### src/rtl/reg_file_mp.sv
// Multi-port register file: one write port, two combinational read ports, async clear on reset,
// optional write-through bypass, optional hard-wired zero entry and a sequential sweep-clear engine.
module reg_file_mp #(
    parameter int unsigned DW      = 8,
    parameter int unsigned AW      = 4,
    parameter bit          BYPASS  = 1'b1,
    parameter bit          ZERO_R0 = 1'b0
) (
    input  logic          clk_i,
    input  logic          reset_i,
    input  logic          wr_en_i,
    input  logic [AW-1:0] wr_addr_i,
    input  logic [DW-1:0] dat_in_i,
    input  logic [AW-1:0] rd_addr_a_i,
    input  logic [AW-1:0] rd_addr_b_i,
    output logic [DW-1:0] dat_a_o,
    output logic [DW-1:0] dat_b_o,
    input  logic          clr_req_i,
    output logic          busy_o
);

    localparam int unsigned Depth = 2 ** AW;

    typedef enum logic [0:0] {
        StIdle,
        StClear
    } state_e;

    state_e        state_q;
    logic [AW-1:0] ptr_q;
    logic          busy_q;

    logic [DW-1:0] core_q [Depth];
    logic [DW-1:0] core_d [Depth];

    logic          wr_accept;
    logic          last_entry;

    assign wr_accept  = wr_en_i && !busy_q && !(ZERO_R0 && (wr_addr_i == '0));
    assign last_entry = (ptr_q == AW'(Depth - 1));
    assign busy_o     = busy_q;

    // A write and a sweep step never coincide: writes are refused while busy.
    always_comb begin
        core_d = core_q;
        if (wr_accept) begin
            core_d[wr_addr_i] = dat_in_i;
        end
        if (state_q == StClear) begin
            core_d[ptr_q] = '0;
        end
    end

    always_ff @(posedge clk_i or posedge reset_i) begin
        if (reset_i) begin
            for (int unsigned i = 0; i < Depth; i++) begin
                core_q[i] <= '0;
            end
        end else begin
            core_q <= core_d;
        end
    end

    always_ff @(posedge clk_i or posedge reset_i) begin
        if (reset_i) begin
            state_q <= StIdle;
            ptr_q   <= '0;
            busy_q  <= 1'b0;
        end else begin
            case (state_q)
                StIdle: begin
                    if (clr_req_i) begin
                        state_q <= StClear;
                        ptr_q   <= '0;
                        busy_q  <= 1'b1;
                    end
                end
                StClear: begin
                    if (last_entry) begin
                        state_q <= StIdle;
                        ptr_q   <= '0;
                        busy_q  <= 1'b0;
                    end else begin
                        ptr_q <= ptr_q + AW'(1);
                    end
                end
                default: begin
                    state_q <= StIdle;
                    ptr_q   <= '0;
                    busy_q  <= 1'b0;
                end
            endcase
        end
    end

    logic [1:0][AW-1:0] rd_addr;
    logic [1:0][DW-1:0] rd_data;

    assign rd_addr[0] = rd_addr_a_i;
    assign rd_addr[1] = rd_addr_b_i;
    assign dat_a_o    = rd_data[0];
    assign dat_b_o    = rd_data[1];

    for (genvar p = 0; p < 2; p++) begin : g_rd_port
        always_comb begin
            rd_data[p] = core_q[rd_addr[p]];
            if (ZERO_R0 && (rd_addr[p] == '0)) begin
                rd_data[p] = '0;
            end else if (BYPASS && wr_accept && (wr_addr_i == rd_addr[p])) begin
                rd_data[p] = dat_in_i;
            end
        end
    end

endmodule

### config.mk
export PLATFORM = sky130hd
export DESIGN_NAME = reg_file_mp
export DESIGN_NICKNAME = d
export VERILOG_FILES = /design/src/rtl/reg_file_mp.sv
export SDC_FILE = /design/constraint.sdc
export NUM_CORES = 1
export LEC_CHECK = 0
export CAP_MARGIN = 20
export CORE_MARGIN = 2
export CORE_UTILIZATION = 40
export CTS_CLUSTER_DIAMETER = 30
export DETAILED_ROUTE_END_ITERATION = 8
export DONT_BUFFER_PORTS = 1
export PLACE_DENSITY = 0.51
export SYNTH_ARGS = -nofsm -noshare
export SYNTH_HDL_FRONTEND = slang
export SYNTH_SLANG_ARGS = --single-unit
### constraint.sdc
create_clock -name clk_i -period 12.1 [get_ports clk_i]
set_input_delay 1.815 -clock clk_i [delete_from_list [all_inputs] [get_ports clk_i]]
set_output_delay 1.815 -clock clk_i [all_outputs]
set_load 0.03 [all_outputs]
==> results by stage, run 1 <==
Logic synthesis:
- The most used flip-flop cell after synthesis is dfrtp_1.
- The share of synthesized area spent on multiplexers is 0.332.
- Each instance of the synthesized netlist takes up on average 11.0 um2.
- The number of nets in the synthesized netlist is 785.
- Synthesis handed over a netlist of 757 instances.
- The number of distinct library cell variants in the gate-level netlist after synthesis is 38.
- Of the total synthesized cell area, the portion taken by XOR and XNOR cells is 0.00734.
- For this run, the register share of the synthesized area comes to 0.402.
- The post-synth design cell area is 8350 um2.
- Of the total synthesized cell area, the portion taken by AND, OR, NAND and NOR gates is 0.141.
- The dominant combinational cell family by area after synthesis is multiplexers.
- The synthesized-area fraction occupied by ao, oa, aoi and oai cells was 0.0605.
- Of the total synthesized cell area, the portion taken by full adders, half adders and majority gates is 0.00599.
- The fraction of registers with async set/reset is 1.00.
- The number of synthesis warnings is 0.
- Synthesis inferred 134 register bits.
- In this run, synthesis inferred 0 flip-flops with an integrated enable.

GRT:
- The number of global-route vias before repair was 5,949.
- The maximum number of pins on one net before global-route repair is 76.
- The number of antenna violations at the first check in global routing is 2.
- The total routing usage reported by global routing is 0.254.
- Summed over all layers, the global routing overflow is 0.
- The first global-routing pass estimated 40,700 um of wire.

Clock network:
- The root cell of the clock tree is clkbuf_16.
- The count of hold-fix buffers inserted at cts is 0.
- The later pin in the worst-skew pair is clocked with a latency of 0.43 ns.
- Clock-pin slew was measured on the worst setup and hold paths at 0.05 ns.
- The number of buffers inserted during clock tree synthesis is 17.
- Post-CTS timing repair inserted 0 buffers for setup.
- The CTS tree is done.
- The H-tree generated during clock tree synthesis spans 4 levels.
- The tree built by TritonCTS fans out to 134 sinks.
- The post-cts resize count is 0.
- No sink is reached through more buffers than the 2 on the longest clock path.

Place:
- At the placement stage, the worst setup path has a slack of 7.06 ns.
- After detailed placement, the total cell area comes to 8390 um2.
- The number of buffers inserted by port buffering is 0.
- The wire-length estimate of the detail-placed layout is 17,800 um.
- The placer congestion estimate is 0.859.

Route:
- The first TritonRoute pass finished after 5 iterations.
- The routed design has 27,100 um of wire.
- The detail-routed via count per cell is 6.21.
- The count of nets left with antenna violations once routing finished came out at 0.
- The number of vias in the routed layout is 6,179.
- The number of design rule violations left after detail routing is 0.
- The routed wire length per instance is 27.3 um.
- The first-iteration detailed-routing DRC count is 613.

Run status:
- The run finished with clean final reports.

STA:
- The setup clock skew after layout is 0.00803 ns.
- After routing, the total negative slack on setup checks comes to 0 ns.
- The final count of negative-setup-slack endpoints is 0.
- The post-layout worst setup margin is 6.98 ns.
- The clock period could shrink to 5.12 ns.
- The final number of hold-violating endpoints was 0.
- Dividing the final minimum period by the clock period gives 0.423.
- The number of max-slew violations in the final report is 0.
- Setup repair after global routing left no endpoint under its margin.
- The worst pin sits at a relative slew slack of 0.288.
- The transition time at the pin with the least slew margin is 1.06 ns.
- Static timing analysis puts the maximum clock frequency at 0.195 GHz.

Floorplanning:
- After floorplanning, the core was sized to cover 20,400 um2.
- The die is 148 um tall.
- The die area is 22,000 um2.
- The site row count is 52.
- The initial core utilization is 0.410.
- The count of boundary I/O pins is 41.
- The die is 148 um wide.

Worst setup path:
- The highest-delay cell along the critical path is mux4_1.
- The largest driver fanout on the critical path is 33.
- Together, buffers and inverters on the worst path number 0.
- The critical path goes through mux4_1, mux2i_1, mux2i_1, mux2_2.
- The required time of the critical path is 10.28 ns.
- The delay of the slowest critical-path stage is 0.66 ns.
- The startpoint class of the critical path is an input pin.
- STA classifies the critical path endpoint as an output pin.
- The most numerous cell type found on the critical path is mux2i_1.
- The critical path in this run is classified as in -> out.
- The dominant delay contributor by cell family on the critical path is multiplexers.
- The arrival time of data at the critical path endpoint is 3.30 ns.

Layout:
- The share of post-route cells with drive strength above 1 is 0.102.
- The area growth from synthesis to final layout is 7.04%.
- The final layout net count is 745.
- With fillers left out, the area of the finished cells amounts to 8940 um2.
- The diode insertion count for antenna repair is 0.

Job:
- Across the run, the number of max-cap violations was 0.

Worst hold path:
- The worst min-delay path category is reg -> reg.

Power:
- For this design the static power due to leakage is 4.06 nW.
- The power density over the cells is 209 nW/um2.
- The peak supply drop is 0.000109 V.
- The total power after layout is 1.87 mW.
flip-flops by register name, summed over array words and instances (netlist names):
signal / cells
ptr_q: 4
core_q: 128
busy_o: 1
state_q: 1
cell type report:
class                   count  area [um2]
inverters                   7        31.3
repair buffers              8        60.1
clock buffers              23         498
well taps                 270         338
fillers                  1867       11400
clock inverters             4        47.5
flip-flops and latches    134        3350
multi-input cells         549        4610
where the power goes:
group | switching [mW] | internal [mW]
clock network | 0.191 | 0.303
logic | 0.323 | 0.272
registers | 0.169 | 0.613
total | 0.683 | 1.19
tightest hold or removal path, cell delays in order, from the launching register on:
cell and delay (ns):
dfrtp_1 0.38, nand2_1 0.06, a21oi_1 0.06
synth_stat cells (5+ instances only):
master	number	area, um2
dfrtp_1	134	3350
mux4_2	13	293
nor2_1	67	251
inv_1	5	18.8
buf_2	18	90.1
buf_1	8	30.0
mux2i_1	96	961
a21oi_1	82	410
o21ai_0	10	50.1
buf_4	7	52.6
xor2_1	5	43.8
mux4_1	51	1340
nand2_1	103	387
nand3_1	74	370
mux2_2	16	180
clkbuf_1	26	97.6
through the flow:
stage / std cells / util / hold WS [ns]
global placement: 968 / 0.412 / 0.512
finish: 995 / 0.439 / 0.541
floorplan: 757 / - / 0.492
detailed placement: 968 / 0.412 / 0.533
CTS: 995 / 0.439 / 0.540
global route: 995 / 0.439 / 0.558
layout by cell type (no fill, tap or decap), drive strengths merged, types with 3 or more instances in the layout:
cell type  count
a21oi         82
and3           3
buf            8
clkbuf        23
clkinv         3
dfrtp        134
ha             4
inv            6
mux2          16
mux2i         96
mux4          64
nand2        103
nand3         74
nor2          67
nor2b          4
nor3           4
o21ai         10
o31ai          3
xor2           5
path summary, 6_finish.rpt:
path                                     start          to  slack, ns  cells past startpoint
worst max-delay path            rd_addr_a_i[0]  dat_a_o[2]       6.98                      4
worst min-delay path                core_q[40]  core_q[40]       0.54                      2
worst max register to register          busy_o  core_q[70]       9.47                      4
worst min register to register      core_q[40]  core_q[40]       0.54                      2
max in group asynchronous              reset_i  core_q[79]       9.37                      2
min in group asynchronous              reset_i  core_q[84]       1.31                      1
routing by layer:
metal | up-vias | wire length (um) | global-route usage
li1 | 2709 | - | -
met4 | 0 | 732 | 0.0829
met5 | - | 0 | 0
met3 | 38 | 2440 | 0.0801
met2 | 263 | 12300 | 0.380
met1 | 3169 | 11700 | 0.353
cells by family after synthesis:
family | after synthesis
flip-flops | 134
AND/OR/NAND/NOR | 264
adder cells (fa/ha/maj) | 4
AO/OA/AOI/OAI | 98
XOR/XNOR | 7
multiplexers | 176
buffers and inverters | 74
Note: power is estimated with default switching activity, not from simulation.
==> inputs of run 2 (changes only) <==
--- a/config.mk
+++ b/config.mk
@@ -11,7 +11,7 @@
 export CTS_CLUSTER_DIAMETER = 30
 export DETAILED_ROUTE_END_ITERATION = 8
 export DONT_BUFFER_PORTS = 1
-export PLACE_DENSITY = 0.51
+export PLACE_DENSITY = 0.53
 export SYNTH_ARGS = -nofsm -noshare
 export SYNTH_HDL_FRONTEND = slang
 export SYNTH_SLANG_ARGS = --single-unit
==> constraint.sdc (replaced) <==
create_clock -name clk_i -period 4.1 [get_ports clk_i]
set_input_delay 0.615 -clock clk_i [delete_from_list [all_inputs] [get_ports clk_i]]
set_output_delay 0.615 -clock clk_i [all_outputs]
set_load 0.03 [all_outputs]
==> run 2 against run 1 <==
  * Hold slack worse by 0.40 ns
  * Wire length decreased by 2.4%
  * Total power increased to 3.1 times the previous value
  * Critical path type is now reg -> out
  * First-iteration DRC count decreased by 8.3%
  * Register-to-register slack lost 8.0 ns
  * Non-clock buffer count grew 1
  * Highest routed layer is now met5
  * Die area is the same
  * Critical path depth fell by 1
  * Worst setup slack worse by 5.9 ns
  * Combinational power increased to 3.0 times the previous value
==> results by stage, run 2 (synthesis gave the netlist of run 1 again) <==
Clock network:
- The post-cts resize count is 0 (unchanged).
- The number of buffers between clock root and the deepest sink was 2 (unchanged).
- The count of hold-fix buffers inserted at cts is 0 (unchanged).
- The clock transition at the register clock pins on the worst setup and hold paths after CTS is 0.06 ns (was 0.05 ns).
- The setup fix buffers added after clock tree synthesis is 0 (unchanged).
- The number of buffers inserted during clock tree synthesis came to 17 (unchanged).
- The CTS tree is done (unchanged).
- The depth of the CTS H-tree was 4 (unchanged).
- The clock latency at the later pin of the worst-skew pair was 0.43 ns (about the same).
- The total clock sinks is 134 (unchanged).
- The root cell of the clock tree is clkbuf_16 (unchanged).

Route:
- The detailed-route wire length is 26,500 um (was 27,100 um).
- The number of design rule violations left after detail routing was 0 (unchanged).
- The length of the first detailed-routing pass in iterations is 5 (unchanged).
- The first-iteration detailed-routing DRC count is 562 (was 613).
- The number of nets with antenna violations after detailed routing is 0 (unchanged).
- The routed wire length per instance is 26.5 um (was 27.3 um).
- The detail-routed via count per cell is 6.22 (was 6.21).
- The number of vias in the routed layout came to 6,215 (was 6,179).

Floorplanning:
- The overall die width is 148 um (unchanged).
- The die area came to 22,000 um2 (unchanged).
- The placeable core area was 20,400 um2 (unchanged).
- The site row count is 52 (unchanged).
- The count of boundary I/O pins is 41 (unchanged).
- The initial core utilization is 0.410 (unchanged).
- The y dimension of the die came to 148 um (unchanged).

Layout:
- The final standard cell area without fillers is 9060 um2 (was 8940 um2).
- The post-route core utilization was 0.445 (was 0.439).
- The final-layout fill cell count is 1,875 (was 1,867).
- Leading registers by flop count: core_q (128), ptr_q (4) (unchanged).
- The number of flip-flops under the largest register name came to 128 (unchanged).
- The diode insertion count for antenna repair is 0 (unchanged).
- The sequential cell area in the final layout was 3350 um2 (unchanged).
- The area growth from synthesis to final layout is 8.50% (was 7.04%).
- The share of post-route cells with drive strength above 1 came to 0.105 (was 0.102).
- The largest register by flop count is core_q (unchanged).
- The most common library cell in the layout ignoring fill and taps was dfrtp_1 (unchanged).
- The final layout net count is 746 (was 745).
- The area of the multi-input gates came to 4600 um2 (was 4610 um2).
- Commonest non-fill, non-tap cells in the layout: dfrtp_1, nand2_1, mux2i_1, a21oi_1, nand3_1 (unchanged).

GRT:
- The maximum number of pins on one net before global-route repair is 107 (was 76).
- The number of antenna violations at the first check in global routing is 1 (was 2).
- The global-route wire length before repair is 39,900 um (was 40,700 um).
- The total congestion overflow came to 0 (unchanged).
- The number of global-route vias before repair is 6,123 (was 5,949).
- The total routing usage reported by global routing is 0.249 (was 0.254).

STA:
- The summed negative setup slack over all endpoints came to 0 ns (unchanged).
- The headroom to the max-slew limit is 0.311 (was 0.288).
- The final count of negative-setup-slack endpoints was 0 (unchanged).
- Unrepaired setup endpoints after global routing: false (unchanged).
- The final number of hold-violating endpoints came to 0 (unchanged).
- The transition time at the pin with the least slew margin came to 1.03 ns (was 1.06 ns).
- The setup clock skew after layout is 0.00678 ns (was 0.00803 ns).
- The number of max-slew violations in the final report is 0 (unchanged).
- The maximum frequency from static timing analysis is 0.336 GHz.
- The minimum period implied by the final worst setup slack is 2.98 ns.
- The fraction of the cycle the final worst path needs is 0.726.

Worst hold path:
- The worst min-delay path category was in -> async (was reg -> reg).

Worst setup path:
- The largest driver fanout on the critical path was 8 (was 33).
- The critical path endpoint category is an output pin (unchanged).
- The class of the most critical setup path is reg -> out (was in -> out).
- The required time of the critical path is 3.48 ns (was 10.28 ns).
- The startpoint class of the critical path is a flip-flop (was input pin).
- The arrival time of data at the critical path endpoint is 2.36 ns (was 3.30 ns).

Run status:
- Result of the run: complete, no violations (unchanged).

Job:
- The count of maximum capacitance violations is 0 (unchanged).

Power:
- The total leakage power is 4.10 nW (was 4.06 nW).
- The peak supply drop is 0.000301 V (was 0.000109 V).
- The power density over the cells came to 636 nW/um2 (was 209 nW/um2).

Place:
- The placement-stage cell area is 8400 um2 (was 8390 um2).
- The placer congestion estimate came to 0.872 (was 0.859).
- The estimated wirelength of the detail-placed design is 17,300 um (was 17,800 um).
- The number of buffers inserted by port buffering is 0 (unchanged).
-- run 2: cell types whose count changed in the layout (fill, tap and decap cells not counted), moves of 2 or more --
cell / delta
clkinv_4: +3
clkinv_2: -2
bufinv_16: +4
clkbuf_8: -3
clkinvlp_4: +3
-- run 2: per-layer routing --
metal / global-route usage / wire length [um] / up-vias / share of wire
met5: 0 / 13 / - / 0.00049
met4: 0.0838 / 655 / 2 / 0.025
met3: 0.0837 / 2780 / 38 / 0.10
met2: 0.370 / 11900 / 314 / 0.45
met1: 0.343 / 11100 / 3156 / 0.42
li1: - / - / 2705 / -
-- run 2: power by group --
group | leakage (nW) | internal [mW] | switching (mW)
clock | 0.309 | 1.11 | 0.602
sequential | 1.80 | 1.81 | 0.478
combinational | 2.00 | 0.805 | 0.953
-- run 2: worst paths after layout --
path	from	to	slack [ns]	depth (start not counted)
setup / recovery	busy_o	dat_a_o[7]	1.12	3
hold / removal	reset_i	core_q[109]	0.15	1
setup reg to reg	busy_o	core_q[71]	1.43	4
hold reg to reg	core_q[86]	core_q[86]	0.53	2
max in group asynchronous	reset_i	core_q[20]	2.95	2
min in group clk_i	clr_req_i	ptr_q[1]	0.27	1
-- run 2: critical path: stages, from the launching register on --
cell	delay [ns]
dfrtp_1	0.61
nor2b_1	0.36
nand3_1	0.43
mux2_2	0.53
-- run 2: layout make-up --
class                   count  share of cell area
clock buffers              20              0.0504
multi-input cells         549               0.508
flip-flops and latches    134               0.370
well taps                 270              0.0373
clock inverters            11              0.0220
repair buffers              9             0.00884
inverters                   7             0.00331
-- run 2: through the flow --
step                instances  setup WS [ns]  hold WS, ns  power (mW)
finish                   1000           1.12        0.145        5.76
global route             1000           1.03        0.178        6.07
CTS                      1000           1.13        0.160        5.76
detailed placement        969           1.48        0.526        4.04
global placement          969           1.51        0.510        3.97
floorplan                 757           1.53        0.492        3.52
